## config.mk

```make
export PLATFORM = sky130hd
export DESIGN_NAME = timer_counter
export DESIGN_NICKNAME = d
export VERILOG_FILES = /design/src/rtl/timer_pkg.sv /design/src/rtl/timer_counter_edge_sync.sv /design/src/rtl/timer_counter.sv
export SDC_FILE = /design/constraint.sdc
export NUM_CORES = 1
export LEC_CHECK = 0
export BUFFER_PORTS_ARGS = -buffer_cell sky130_fd_sc_hd__buf_2
export CAP_MARGIN = 20
export CORE_MARGIN = 2
export CORE_UTILIZATION = 50
export DETAILED_ROUTE_END_ITERATION = 10
export GPL_TIMING_DRIVEN = 1
export PLACE_DENSITY = 0.86
export SKIP_LAST_GASP = 1
export SYNTH_ARGS = -nofsm -noshare
export SYNTH_HDL_FRONTEND = slang
export SYNTH_SLANG_ARGS = --single-unit
```

## constraint.sdc

```tcl
create_clock -name clk -period 2.45 [get_ports clk]
set_clock_uncertainty 0.1 [all_clocks]
set_input_delay 0.1225 -clock clk [delete_from_list [all_inputs] [get_ports clk]]
set_output_delay 0.1225 -clock clk [all_outputs]
set_load 0.1 [all_outputs]
```

## src/rtl/timer_pkg.sv

```systemverilog
// Shared types and constants for the microwave cook-time counter.
package timer_pkg;

  typedef logic [3:0] bcd_t;

  localparam bcd_t BCD_ZERO = 4'd0;
  localparam bcd_t BCD_FIVE = 4'd5;
  localparam bcd_t BCD_NINE = 4'd9;

  localparam int DEFAULT_SYNC_STAGES = 2;

endpackage

```

## src/rtl/timer_counter_edge_sync.sv

```systemverilog
// Multi-flop synchronizer followed by a one-flop edge detector.
// RISING = 1 detects low-to-high; RISING = 0 detects high-to-low.
module edge_sync
  import timer_pkg::*;
#(
  parameter int STAGES = DEFAULT_SYNC_STAGES,
  parameter bit RISING = 1'b1
) (
  input  logic clk_i,
  input  logic rst_ni,
  input  logic sig_i,
  output logic evt_o
);

  // Flops reset to the idle level so that leaving reset never produces an edge.
  localparam logic IDLE = RISING ? 1'b0 : 1'b1;

  logic [STAGES-1:0] sync_q;
  logic              prev_q;
  logic              synced;

  assign synced = sync_q[STAGES-1];

  always_ff @(posedge clk_i or negedge rst_ni) begin
    if (!rst_ni) begin
      sync_q <= {STAGES{IDLE}};
      prev_q <= IDLE;
    end else begin
      sync_q <= {sync_q[STAGES-2:0], sig_i};
      prev_q <= synced;
    end
  end

  assign evt_o = RISING ? (synced & ~prev_q) : (~synced & prev_q);

endmodule

```

## src/rtl/timer_counter.sv

```systemverilog
// Three-digit BCD cook timer: shift-in entry while idle, 1 Hz countdown while cooking.
// Optional TIMER_DONE_PULSE_EN adds a one-cycle 'done' pulse on reaching 0:00 by counting.
module timer_counter
  import timer_pkg::*;
#(
  parameter int SYNC_STAGES = DEFAULT_SYNC_STAGES
) (
  input  logic       clk,
  input  logic       clearn,
  input  logic [3:0] BCD_IN,
  input  logic       loadn,
  input  logic       pgt_1hz,
  input  logic       enablen,
  output logic [3:0] mins,
  output logic [3:0] sec_tens,
  output logic [3:0] sec_ones,
  output logic       zero
`ifdef TIMER_DONE_PULSE_EN
  ,
  output logic       done
`endif
);

  logic load_evt;
  logic tick_evt;

  edge_sync #(.STAGES(SYNC_STAGES), .RISING(1'b0)) u_load_sync (
    .clk_i (clk),
    .rst_ni(clearn),
    .sig_i (loadn),
    .evt_o (load_evt)
  );

  edge_sync #(.STAGES(SYNC_STAGES), .RISING(1'b1)) u_tick_sync (
    .clk_i (clk),
    .rst_ni(clearn),
    .sig_i (pgt_1hz),
    .evt_o (tick_evt)
  );

  bcd_t mins_q, tens_q, ones_q;
  bcd_t mins_d, tens_d, ones_d;
  logic load_en, step_en;

  assign load_en = enablen & load_evt & (BCD_IN <= BCD_NINE);
  assign step_en = ~enablen & tick_evt;

  // Entry and countdown are mutually exclusive through enablen.
  always_comb begin
    mins_d = mins_q;
    tens_d = tens_q;
    ones_d = ones_q;
    if (load_en) begin
      mins_d = tens_q;
      tens_d = ones_q;
      ones_d = BCD_IN;
    end else if (step_en) begin
      if (ones_q != BCD_ZERO) begin
        ones_d = ones_q - 4'd1;
      end else if (tens_q != BCD_ZERO) begin
        tens_d = tens_q - 4'd1;
        ones_d = BCD_NINE;
      end else if (mins_q != BCD_ZERO) begin
        mins_d = mins_q - 4'd1;
        tens_d = BCD_FIVE;
        ones_d = BCD_NINE;
      end
    end
  end

  always_ff @(posedge clk or negedge clearn) begin
    if (!clearn) begin
      mins_q <= BCD_ZERO;
      tens_q <= BCD_ZERO;
      ones_q <= BCD_ZERO;
    end else begin
      mins_q <= mins_d;
      tens_q <= tens_d;
      ones_q <= ones_d;
    end
  end

  assign mins     = mins_q;
  assign sec_tens = tens_q;
  assign sec_ones = ones_q;
  assign zero     = (mins_q == BCD_ZERO) && (tens_q == BCD_ZERO) && (ones_q == BCD_ZERO);

`ifdef TIMER_DONE_PULSE_EN
  logic done_q, done_d;

  // Only a real countdown step from nonzero to all-zero fires the pulse.
  assign done_d = step_en & ~zero &
                  (mins_d == BCD_ZERO) & (tens_d == BCD_ZERO) & (ones_d == BCD_ZERO);

  always_ff @(posedge clk or negedge clearn) begin
    if (!clearn) begin
      done_q <= 1'b0;
    end else begin
      done_q <= done_d;
    end
  end

  assign done = done_q;
`endif

endmodule

```

Word level (Yosys, flattened, before mapping)
Index checks and enable logic that the tools add are counted.
- register bits after elaboration: 18
- bits of input ports: 9
- output and inout port bits: 13
- logic and storage cells: 51
- add/sub/neg operators: 3
- $lt $le $gt $ge: 1
- equality and inequality tests: 2
- multiplexer cells: 15
- bitwise gates (word level): 8
- reduce and logical (&&, ||, !) cells: 15
- operators by type and width (kind ; number):
    2-to-1 mux 4 bit ; 15
    nonzero test 4 bit ; 4
    logical NOT 4 bit ; 3
    subtractor 4 x 1 -> 4 bit, second input constant ; 3
    AND 1 bit ; 5
    less-or-equal comparator 4 bit, second input constant ; 1
    != test 2 bit, second input constant ; 2
    AND reduction 4 bit ; 1
    nonzero test 2 bit ; 2
    NOT 1 bit ; 3
    AND reduction 3 bit ; 1
    nonzero test 3 bit ; 1
    logical AND 1 bit ; 2
    AND reduction 2 bit ; 1

Longest topological paths before layout
- depth in word-level cells: 6
- gate-level depth with buffers: 6
- gate-level depth less buffers: 6

Modules after synthesis
From an unflattened synthesis, not the netlist that was laid out.
- cells, all modules: 93
- area, all modules: 950.9 µm²
- modules (own cells, without submodules) (module ; times used ; cells each ; area an instance (µm²) ; sequential area each (µm²)):
    timer_counter ; 1 ; 85 ; 769.5 ; 300.3
    edge_sync at u_load_sync ; 1 ; 4 ; 92.6 ; 78.8
    edge_sync at u_tick_sync ; 1 ; 4 ; 88.8 ; 75.1

Least setup slack after synthesis
OpenSTA, ideal clock, no wires.
- kind: reg2out
- from: register ones_q[1] (netlist: sec_ones[1])
- to: output zero
- arrival time: 3.701 ns
- data required time: 2.227 ns
- setup slack: -1.474 ns
- cell stages (with the launch flop): 4
- path buffers: 1
- cells stage by stage: dfrtp_1 > buf_4 > or4_4 > nor3_1
- cells in the longest elaborated chain, start to end: 2
- ends and longest elaborated chain (element ; RTL line ; text):
    from (decl) ; timer_counter.sv:41 ; bcd_t mins_q, tens_q, ones_q;
    from (signal assigned) ; timer_counter.sv:79 ; ones_q <= ones_d;
    logical NOT 4 bit ; timer_counter.sv:86 ; assign zero = (mins_q == BCD_ZERO) && (tens_q == BCD_ZERO) && (ones_q == BCD_ZERO);
    logical AND 1 bit ; timer_counter.sv:86 ;
    to (decl) ; timer_counter.sv:17 ; output logic zero
No other way between the ends.

Worst setup path after layout
- from: register mins_q[0] (netlist: mins[0])
- to: output zero
- cells in the longest elaborated chain, start to end: 3
- ends and longest elaborated chain (element ; RTL line ; text):
    from (decl) ; timer_counter.sv:41 ;
    from (signal assigned) ; timer_counter.sv:77 ; mins_q <= mins_d;
    logical NOT 4 bit ; timer_counter.sv:86 ;
    logical AND 1 bit (2 in series) ; timer_counter.sv:86 ;
No other way between the ends.

==> out/qor.txt <==
max-cap check violation count: 0
Layout Nets: 129
hold depth: 3
cts repair resizes: 0
H-Tree Level Count: 1
FP Rows: 16
initial antenna violation count: 0
wirelength, routed: 2050 um
max-slew violation count: 0
Final Hold Vio Count: 0
root buffer cell: clkbuf_4
synthesized net count: 105
Syn Area/Cell: 10.3 um^2
largest cells by area after synthesis: dfrtp_1 38%, dfstp_2 8.0%, nand2_1 3.4%
Fillers: 157
synth unique cells: 41
Antenna Nets Post-Route: 0
total track usage: 19.5%
Buffers on Ports: 21
die area: 2330 um^2
fmax: 434 MHz
hold endpoint: sec_ones[2]
Post-synth EDFFs: 0
hold path start: BCD_IN[2]
PD cells: 1100 nW/um^2
CTS clk-pin slew, worst paths: 100 ps
Worst Hold Margin: 52.5 ps
Routed WL per cell: 14.1 um
share of synthesized registers carrying an async set or reset: 100%
post-synthesis cell count: 95
R2R Path Start: mins[0]
crit-path max FO: 5
vias in the first global route: 744
Reg area: 464 um^2
routed vias/inst: 5.87
Seq/Total Area, Yosys: 46.4%
Worst Tran Pin Value: 486 ps
global-route wire length before repair: 3170 um
hpwl dp: 1480 um
Synth area leader: dfrtp_1
WP data arrival: 2080 ps
Peak VDD IR: 0.000573 V
multi-input logic area: 488 um^2
Initial Util: 51.5%
YS warnings: 0
critical path capture point type: primary output
later-pin clock latency in the skew report: 290 ps
Hold Path Class: input port to register
layout cells sized above 1: 39.8%
vias post-DR: 851
R2R Setup Slk: 420 ps
minimum clock period after layout: 2300 ps
CTS Buffer Depth: 2
Critical Path RT: 2230 ps
commonest cells in the synthesized netlist: 15 x dfrtp_1, 9 x nand2_1, 6 x nor2_1, 5 x o21ai_0, 4 x nor3_1
Die Span Y: 48.3 um
DR pass1 iterations: 4
RSZ-0062 raised after global routing: no
post-CTS setup buffers: 0
Setup TNS: 0 ps
Layout area overhead: 20.3%
Post-route DRC: 0
startpoint types: register
TritonCTS Buffers: 3
period utilisation layout: 94.0%
max_slew headroom: 67.8%
# setup viols final: 0
Clock Sinks: 18
I/O pins: 22
core box area: 1900 um^2
Die Span X: 48.3 um
number of diodes: 0
worst r2r dst: sec_ones[2]
Most used DFF post-synth: dfrtp_1
WS Path Type: register to primary output
gr ovfl total: 0
r2r worst-path depth: 6
largest net degree at the start of global routing: 19
CTS tree: built
routability cong.: 0.836
most numerous cell in the Yosys netlist: dfrtp_1
Yosys top cell area share: 38.3%
synthesized cell area: 980 um^2
status: completed
LEAKAGE: 0.463 nW
DR iter-0 viols: 11
FF+latch count, synth: 18
## critical path, stage by stage (launching register included)
cell and delay, ps:
dfrtp_2 450, inv_1 60, ha_1 170, or3b_2 540, nor3_4 130, buf_2 440
## through the flow
stage	instances	cell area [um^2]	utilization (%)	setup slack [ps]	total power, mW
final	145	1180	62.0	146	1.29
after global placement	137	1100	58.0	482	1.10
after global routing	145	1180	62.0	65.2	1.36
after detailed placement	137	1100	58.0	422	1.11
after floorplan	95	1000	-	13.2	1.01
after CTS	145	1180	62.0	134	1.30
## state kept, by name, summed over array words and instances (netlist names)
| name | count |
|---|---|
| u_tick_sync.prev_q | 1 |
| u_load_sync.sync_q | 2 |
| sec_ones | 4 |
| u_load_sync.prev_q | 1 |
| mins | 4 |
| u_tick_sync.sync_q | 2 |
| sec_tens | 4 |
## final cells by class
class | instances | share of cell area [%]
clock buffer | 4 | 3.08
sequential | 18 | 39.4
inverter | 3 | 0.955
multi-input combinational | 68 | 41.4
tap | 27 | 2.87
timing repair buffer | 25 | 12.3
## cells by family (layout without fill, tap and decap cells)
group | count (synthesis) | in the layout | synth area share (%)
flops | 18 | 18 | 46.4
compound gates | 27 | 27 | 21.3
mux | 1 | 1 | 1.02
buf+inv | 9 | 32 | 4.98
xor+xnor | 2 | 2 | 1.79
simple gates | 37 | 37 | 23.2
fa+ha+maj | 1 | 1 | 1.28
## timing repair
item                       CTS  global route
hold buffers                 4             0
setup endpoints to repair    0             0
hold endpoints to repair    21             0
## layer usage
| metal | global-route usage [%] | vias up | routed length [um] |
|---|---|---|---|
| met1 | 25.2 | 415 | 906 |
| met4 | 7.03 | 0 | 20 |
| met5 | 0 | - | 0 |
| met3 | 3.70 | 4 | 79 |
| li1 | - | 407 | - |
| met2 | 32.4 | 25 | 1040 |
## worst max-delay path by stage
stage	startpoint	end	slack [ps]	depth (start not counted)
global route	mins[0]	zero	70	5
CTS	mins[0]	zero	130	5
global placement	mins[0]	sec_ones[2]	480	6
detailed placement	mins[0]	sec_ones[2]	420	6
floorplan	sec_ones[3]	zero	10	2
finish	mins[0]	zero	150	5
## report_power, final
group / internal [mW] / switching [mW] / total, mW
Combinational: 0.130 / 0.507 / 0.637
Sequential: 0.363 / 0.110 / 0.473
Clock: 0.0906 / 0.0918 / 0.182
## cell usage in the layout, fill, tap and decap left out, types with 2 or more instances in the layout
cell / n
buf_2: 21
nand2_1: 9
dfrtp_2: 8
dfrtp_1: 7
nor2_1: 6
o21ai_0: 5
dlygate4sd3_1: 4
inv_1: 3
a21oi_1: 3
a211oi_1: 3
nor3_1: 3
clkbuf_4: 3
dfstp_2: 3
or4_4: 2
or3b_2: 2
nor4_2: 2
o41ai_1: 2
a31oi_1: 2
o21a_1: 2
o211ai_1: 2
nand3_1: 2
o2111ai_1: 2
Power figures use the tool's default switching activity.
